## config.mk

```make
export PLATFORM = sky130hd
export DESIGN_NAME = timer_n_bit_prescaled
export DESIGN_NICKNAME = d
export VERILOG_FILES = /design/src/rtl/timer_n_bit_prescaled.sv
export SDC_FILE = /design/constraint.sdc
export NUM_CORES = 1
export LEC_CHECK = 0
export ABC_AREA = 1
export CAP_MARGIN = 40
export CORE_MARGIN = 5
export CORE_UTILIZATION = 52
export DETAILED_ROUTE_END_ITERATION = 8
export HOLD_SLACK_MARGIN = 0.15
export PLACE_DENSITY = 0.85
export SETUP_SLACK_MARGIN = 0.5
export SKIP_CTS_REPAIR_TIMING = 1
export SKIP_LAST_GASP = 1
export SYNTH_ARGS = -nofsm -noshare
export SYNTH_HDL_FRONTEND = slang
export SYNTH_SLANG_ARGS = --single-unit
```

## constraint.sdc

```tcl
create_clock -name Clk_In -period 3.2 [get_ports Clk_In]
set_input_delay 0.32 -clock Clk_In [delete_from_list [all_inputs] [get_ports Clk_In]]
set_output_delay 0.32 -clock Clk_In [all_outputs]
set_load 0.05 [all_outputs]
```

## src/rtl/timer_n_bit_prescaled.sv

```systemverilog
// Down-counting timer with programmable prescaler, compare match, pause/resume
// and a sticky, maskable rollover interrupt.
module timer_n_bit_prescaled #(
  parameter int unsigned WIDTH          = 8,
  parameter int unsigned PRESCALE_WIDTH = 4
) (
  input  logic                      Clk_In,
  input  logic                      Reset_In,
  input  logic                      Enable_In,
  input  logic                      Start_Timer_Command_In,
  input  logic                      Stop_Timer_Command_In,
  input  logic                      Pause_In,
  input  logic                      Timer_Periodic_Oneshotb_Mode_In,
  input  logic [WIDTH-1:0]          Preload_Timer_Value_In,
  input  logic [WIDTH-1:0]          Compare_Value_In,
  input  logic [PRESCALE_WIDTH-1:0] Prescale_Value_In,
  input  logic                      Irq_Enable_In,
  input  logic                      Irq_Clear_In,
  output logic                      Timer_Running_Flag_Out,
  output logic                      Timer_Paused_Flag_Out,
  output logic                      Timer_Rollover_Flag_Out,
  output logic                      Timer_Match_Flag_Out,
  output logic                      Timer_Irq_Out,
  output logic [WIDTH-1:0]          Timer_Count_Out
);

  typedef enum logic [1:0] {
    ST_IDLE    = 2'd0,
    ST_RUNNING = 2'd1,
    ST_PAUSED  = 2'd2
  } state_e;

  state_e                    state_q, state_d;
  logic [WIDTH-1:0]          count_q, count_d;
  logic [PRESCALE_WIDTH-1:0] presc_q, presc_d;
  logic [PRESCALE_WIDTH-1:0] presc_lat_q, presc_lat_d;
  logic                      pending_q, pending_d;
  logic                      rollover_q, rollover_d;
  logic                      match_q, match_d;
  logic                      running_q, running_d;
  logic                      paused_q, paused_d;

  // Next-state: Stop > Start > Pause > prescaler tick. A resume cycle also
  // advances the prescaler, so a pause of n cycles delays ticks by exactly n.
  always_comb begin
    state_d     = state_q;
    count_d     = count_q;
    presc_d     = presc_q;
    presc_lat_d = presc_lat_q;
    pending_d   = pending_q;
    rollover_d  = 1'b0;
    match_d     = 1'b0;

    if (Enable_In) begin
      if (Irq_Clear_In) pending_d = 1'b0;

      if (Stop_Timer_Command_In) begin
        state_d = ST_IDLE;
        count_d = '0;
        presc_d = '0;
      end else if (Start_Timer_Command_In) begin
        state_d     = ST_RUNNING;
        count_d     = Preload_Timer_Value_In;
        presc_d     = '0;
        presc_lat_d = Prescale_Value_In;
      end else if (state_q != ST_IDLE) begin
        if (Pause_In) begin
          state_d = ST_PAUSED;
        end else begin
          state_d = ST_RUNNING;
          if (presc_q == presc_lat_q) begin
            presc_d = '0;
            if (count_q != '0) begin
              count_d = count_q - WIDTH'(1);
              match_d = (count_d == Compare_Value_In);
            end else begin
              rollover_d = 1'b1;
              pending_d  = 1'b1;
              if (Timer_Periodic_Oneshotb_Mode_In) begin
                count_d = Preload_Timer_Value_In;
                match_d = (Preload_Timer_Value_In == Compare_Value_In);
              end else begin
                count_d = '0;
                state_d = ST_IDLE;
              end
            end
          end else begin
            presc_d = presc_q + PRESCALE_WIDTH'(1);
          end
        end
      end
    end

    running_d = (state_d == ST_RUNNING);
    paused_d  = (state_d == ST_PAUSED);
  end

  always_ff @(posedge Clk_In) begin
    if (Reset_In) begin
      state_q     <= ST_IDLE;
      count_q     <= '0;
      presc_q     <= '0;
      presc_lat_q <= '0;
      pending_q   <= 1'b0;
      rollover_q  <= 1'b0;
      match_q     <= 1'b0;
      running_q   <= 1'b0;
      paused_q    <= 1'b0;
    end else begin
      state_q     <= state_d;
      count_q     <= count_d;
      presc_q     <= presc_d;
      presc_lat_q <= presc_lat_d;
      pending_q   <= pending_d;
      rollover_q  <= rollover_d;
      match_q     <= match_d;
      running_q   <= running_d;
      paused_q    <= paused_d;
    end
  end

  assign Timer_Running_Flag_Out  = running_q;
  assign Timer_Paused_Flag_Out   = paused_q;
  assign Timer_Rollover_Flag_Out = rollover_q;
  assign Timer_Match_Flag_Out    = match_q;
  assign Timer_Count_Out         = count_q;
  // Mask is applied live so software can gate the line without a cycle delay.
  assign Timer_Irq_Out           = pending_q & Irq_Enable_In;

endmodule

```

==> results.md <==
- Congestion Overflow GR: 0
- Min Hold Slack: 0.477 ns
- Status: finished clean
- CTS Buffer Depth: 2
- Critical path type: reg2out
- MaxCap Viol Count: 0
- DIE AREA: 4180 µm²
- Largest net degree at the start of global routing: 15
- CTS buffer count: 3
- Avg WL per Cell: 12.1 µm
- # rows: 19
- Critical path depth: 1
- Clock Sinks: 23
- CP max FO: 6
- Grt met3 use: 3.28%
- Vias in the first global route: 1,472
- Worst reg2reg path startpoint: Timer_Count_Out[0]
- Sequential share of the synthesized area: 29.6%
- Seq. cell area: 460 µm²
- Chip Width: 64.7 µm
- WP data required: 2.88 ns
- Final HPWL DP: 3.14 mm
- N_diodes: 0
- Synth unique cells: 28
- Synthesized net count: 278
- Count leader, synth: nand2_1
- Commonest cells post-synth: nand2_1, inv_1, nor2_1, dfxtp_1, nand3_1
- GRT Max-Usage Layer: met2
- Avg Vias per Cell: 5.05
- Yosys reg bits: 23
- Leakage Power: 0.000920 µW
- Tightest Hold Check Type: reg2reg
- Initial DRC count: 105
- Tightest Pin Transition: 0.522 ns
- Die height: 64.7 µm
- Worst vdd ir: 0.000212 V
- DRC errors left: 0
- Slew Limit Fails: 0
- Antenna violations before repair: 0
- Period utilization: 62.8%
- EDFF count, synth: 0
- Crit path DAT: 1.69 ns
- Routed wire length: 3.91 mm
- Final setup TNS: 0 ns
- Core Util, Final: 72.1%
- Yosys warning total: 0
- Slew headroom: 65.1%
- Buf+Inv Stages, Crit Path: 1
- IO buf count: 41
- Number of routed nets with antenna violations: 0
- Crit-path slowest cell: clkdlybuf4s50_1
- TritonCTS clock tree: yes
- Global-route met1 utilization: 27.1%
- H-tree lvl count: 1
- Router iterations before antenna repair: 4
- Core ar.: 2810 µm²
- Fraction of layout instances using a drive strength above 1: 7.90%
- CP top delay family: buffers and inverters
- Crit. Startpoint: Timer_Count_Out[2]
- Global-route wire length before repair: 6.35 mm
- Area delta synth->final: 30.1%
- Synth area leaders: dfxtp_1, nand2_1, inv_1, nor2_1, nand3_1
- Final setup violating endpoints: 0
- Worst r2r dst: Timer_Count_Out[1]
- Critical Path Sink: Timer_Count_Out[2]
- CP Cell Sequence: clkdlybuf4s50_1
- Flop2flop setup slack: 1.24 ns
- Number of I/O pins: 42
- Final hold violation count: 0
- Power per cell area: 364 nW/µm²
- Tmin final: 2.01 ns
- Synth top area share: 29.6%
- Met2 usage: 29.5%
- Syn avg cell area: 6.30 µm²
- GRT Total Usage: 19.3%
- Crit. End Element: output port
- Mapped Cells: 247
- RSZ-0062 raised after global routing: no
- Startpoint types: flop
- CP peak stage delay: 0.86 ns
- Clock Skew: 0.00533 ns
- CTS Root Buffer Type: clkbuf_4
- FMAX: 0.498 GHz
- Initial Util: 55.4%
- Net total in the final layout: 323
- Via Count: 1,625
- Multi-input gate area: 937 µm²
- Fill count: 242
- Clock transition at path regs: 0.14 ns
- Clock Latency Late Sink: 0.33 ns
- Ys async rst share: 0%
- Area leader, netlist: dfxtp_1
- Routability congestion estimate: 0.959
- Worst R2R Path Depth: 9
- Top FF cell, synth: dfxtp_1
- Area of the mapped netlist: 1560 µm²
[per-layer routing]
metal | vias up | wire length, µm
met3 | 5 | 259
met1 | 707 | 1900
met2 | 47 | 1700
met4 | 0 | 51
li1 | 866 | -
met5 | - | 0
[power by group]
group / leakage [µW] / switching, µW / internal [µW] / total (µW)
sequential: 0.000187 / 12.8 / 298 / 311
clock: 0.0000139 / 99.2 / 47.9 / 147
combinational: 0.000719 / 171 / 108 / 279
total: 0.000920 / 283 / 454 / 737
[cells in the final DEF (no fill, tap or decap)]
master and n:
a21oi_4 1, xnor2_1 2, nand2_2 2, o21ai_0 13, nor2_4 5, nor4_1 1
nand3_1 14, o21ai_1 6, o21ai_2 2, nand4_1 4, nor3_1 3, inv_2 2
clkbuf_4 3, a21oi_1 9, nor3_4 1, nor3_2 1, nand2_4 1, a211oi_2 1
a31o_2 1, clkinvlp_4 1, inv_1 37, clkdlybuf4s50_1 41, nand2_1 82, ha_1 2
xor2_1 5, o21ai_4 1, nor2_2 1, nor2_1 25, dfxtp_1 23, a221oi_1 1
[metrics by stage]
stage               power (µW)  setup slack (ns)  cell area (µm²)  cells
CTS                        737              1.19             2020    322
detailed placement         593              1.23             1990    318
floorplan                  502              1.20             1560    247
finish                     737              1.19             2020    322
global placement           589              1.23             1990    318
global route               784              1.02             2020    322
[how the worst min path moves through the flow]
stage                     endpoint  cells after the start  slack, ns           start
CTS                 presc_lat_q[2]                      2       0.48  presc_lat_q[2]
finish              presc_lat_q[2]                      2       0.48  presc_lat_q[2]
floorplan               state_q[1]                      1       0.39        Reset_In
global placement    presc_lat_q[1]                      2       0.45  presc_lat_q[1]
detailed placement  presc_lat_q[2]                      2       0.46  presc_lat_q[2]
global route        presc_lat_q[3]                      2       0.50  presc_lat_q[3]
[worst reg2reg max path: stages, from the launching register on]
cell and delay, ns:
dfxtp_1 0.42, inv_1 0.13, ha_1 0.33, nand2_4 0.14, nor2_4 0.06, nor2_1 0.41, inv_1 0.10, o21ai_0 0.16
nand2_1 0.09, o21ai_2 0.07
[cell families (layout without fill, tap and decap cells)]
logic type	after synthesis	after routing	share of synthesized area, %
and+or+nand+nor	140	140	40.5
adders and majority gates	2	2	1.61
AOI/OAI and AO/OA	35	35	14.2
xor gates and xnor gates	7	7	3.94
DFF	23	23	29.6
buffers and inverters	40	84	10.1
[final cells by class]
class	instances	area share, %
clock buffer	3	1.11
clock inverter	1	0.371
inverter	39	7.24
multi-input combinational	184	46.3
sequential	23	22.8
tap	31	1.92
timing repair buffer	41	20.3
[registers in the layout, indices dropped and copies added, names as in the netlist]
name / count
Timer_Count_Out: 8
presc_lat_q: 4
presc_q: 4
state_q: 2
Timer_Match_Flag_Out: 1
Timer_Paused_Flag_Out: 1
Timer_Rollover_Flag_Out: 1
Timer_Running_Flag_Out: 1
pending_q: 1
No activity file was read; power rests on OpenSTA's default activity.
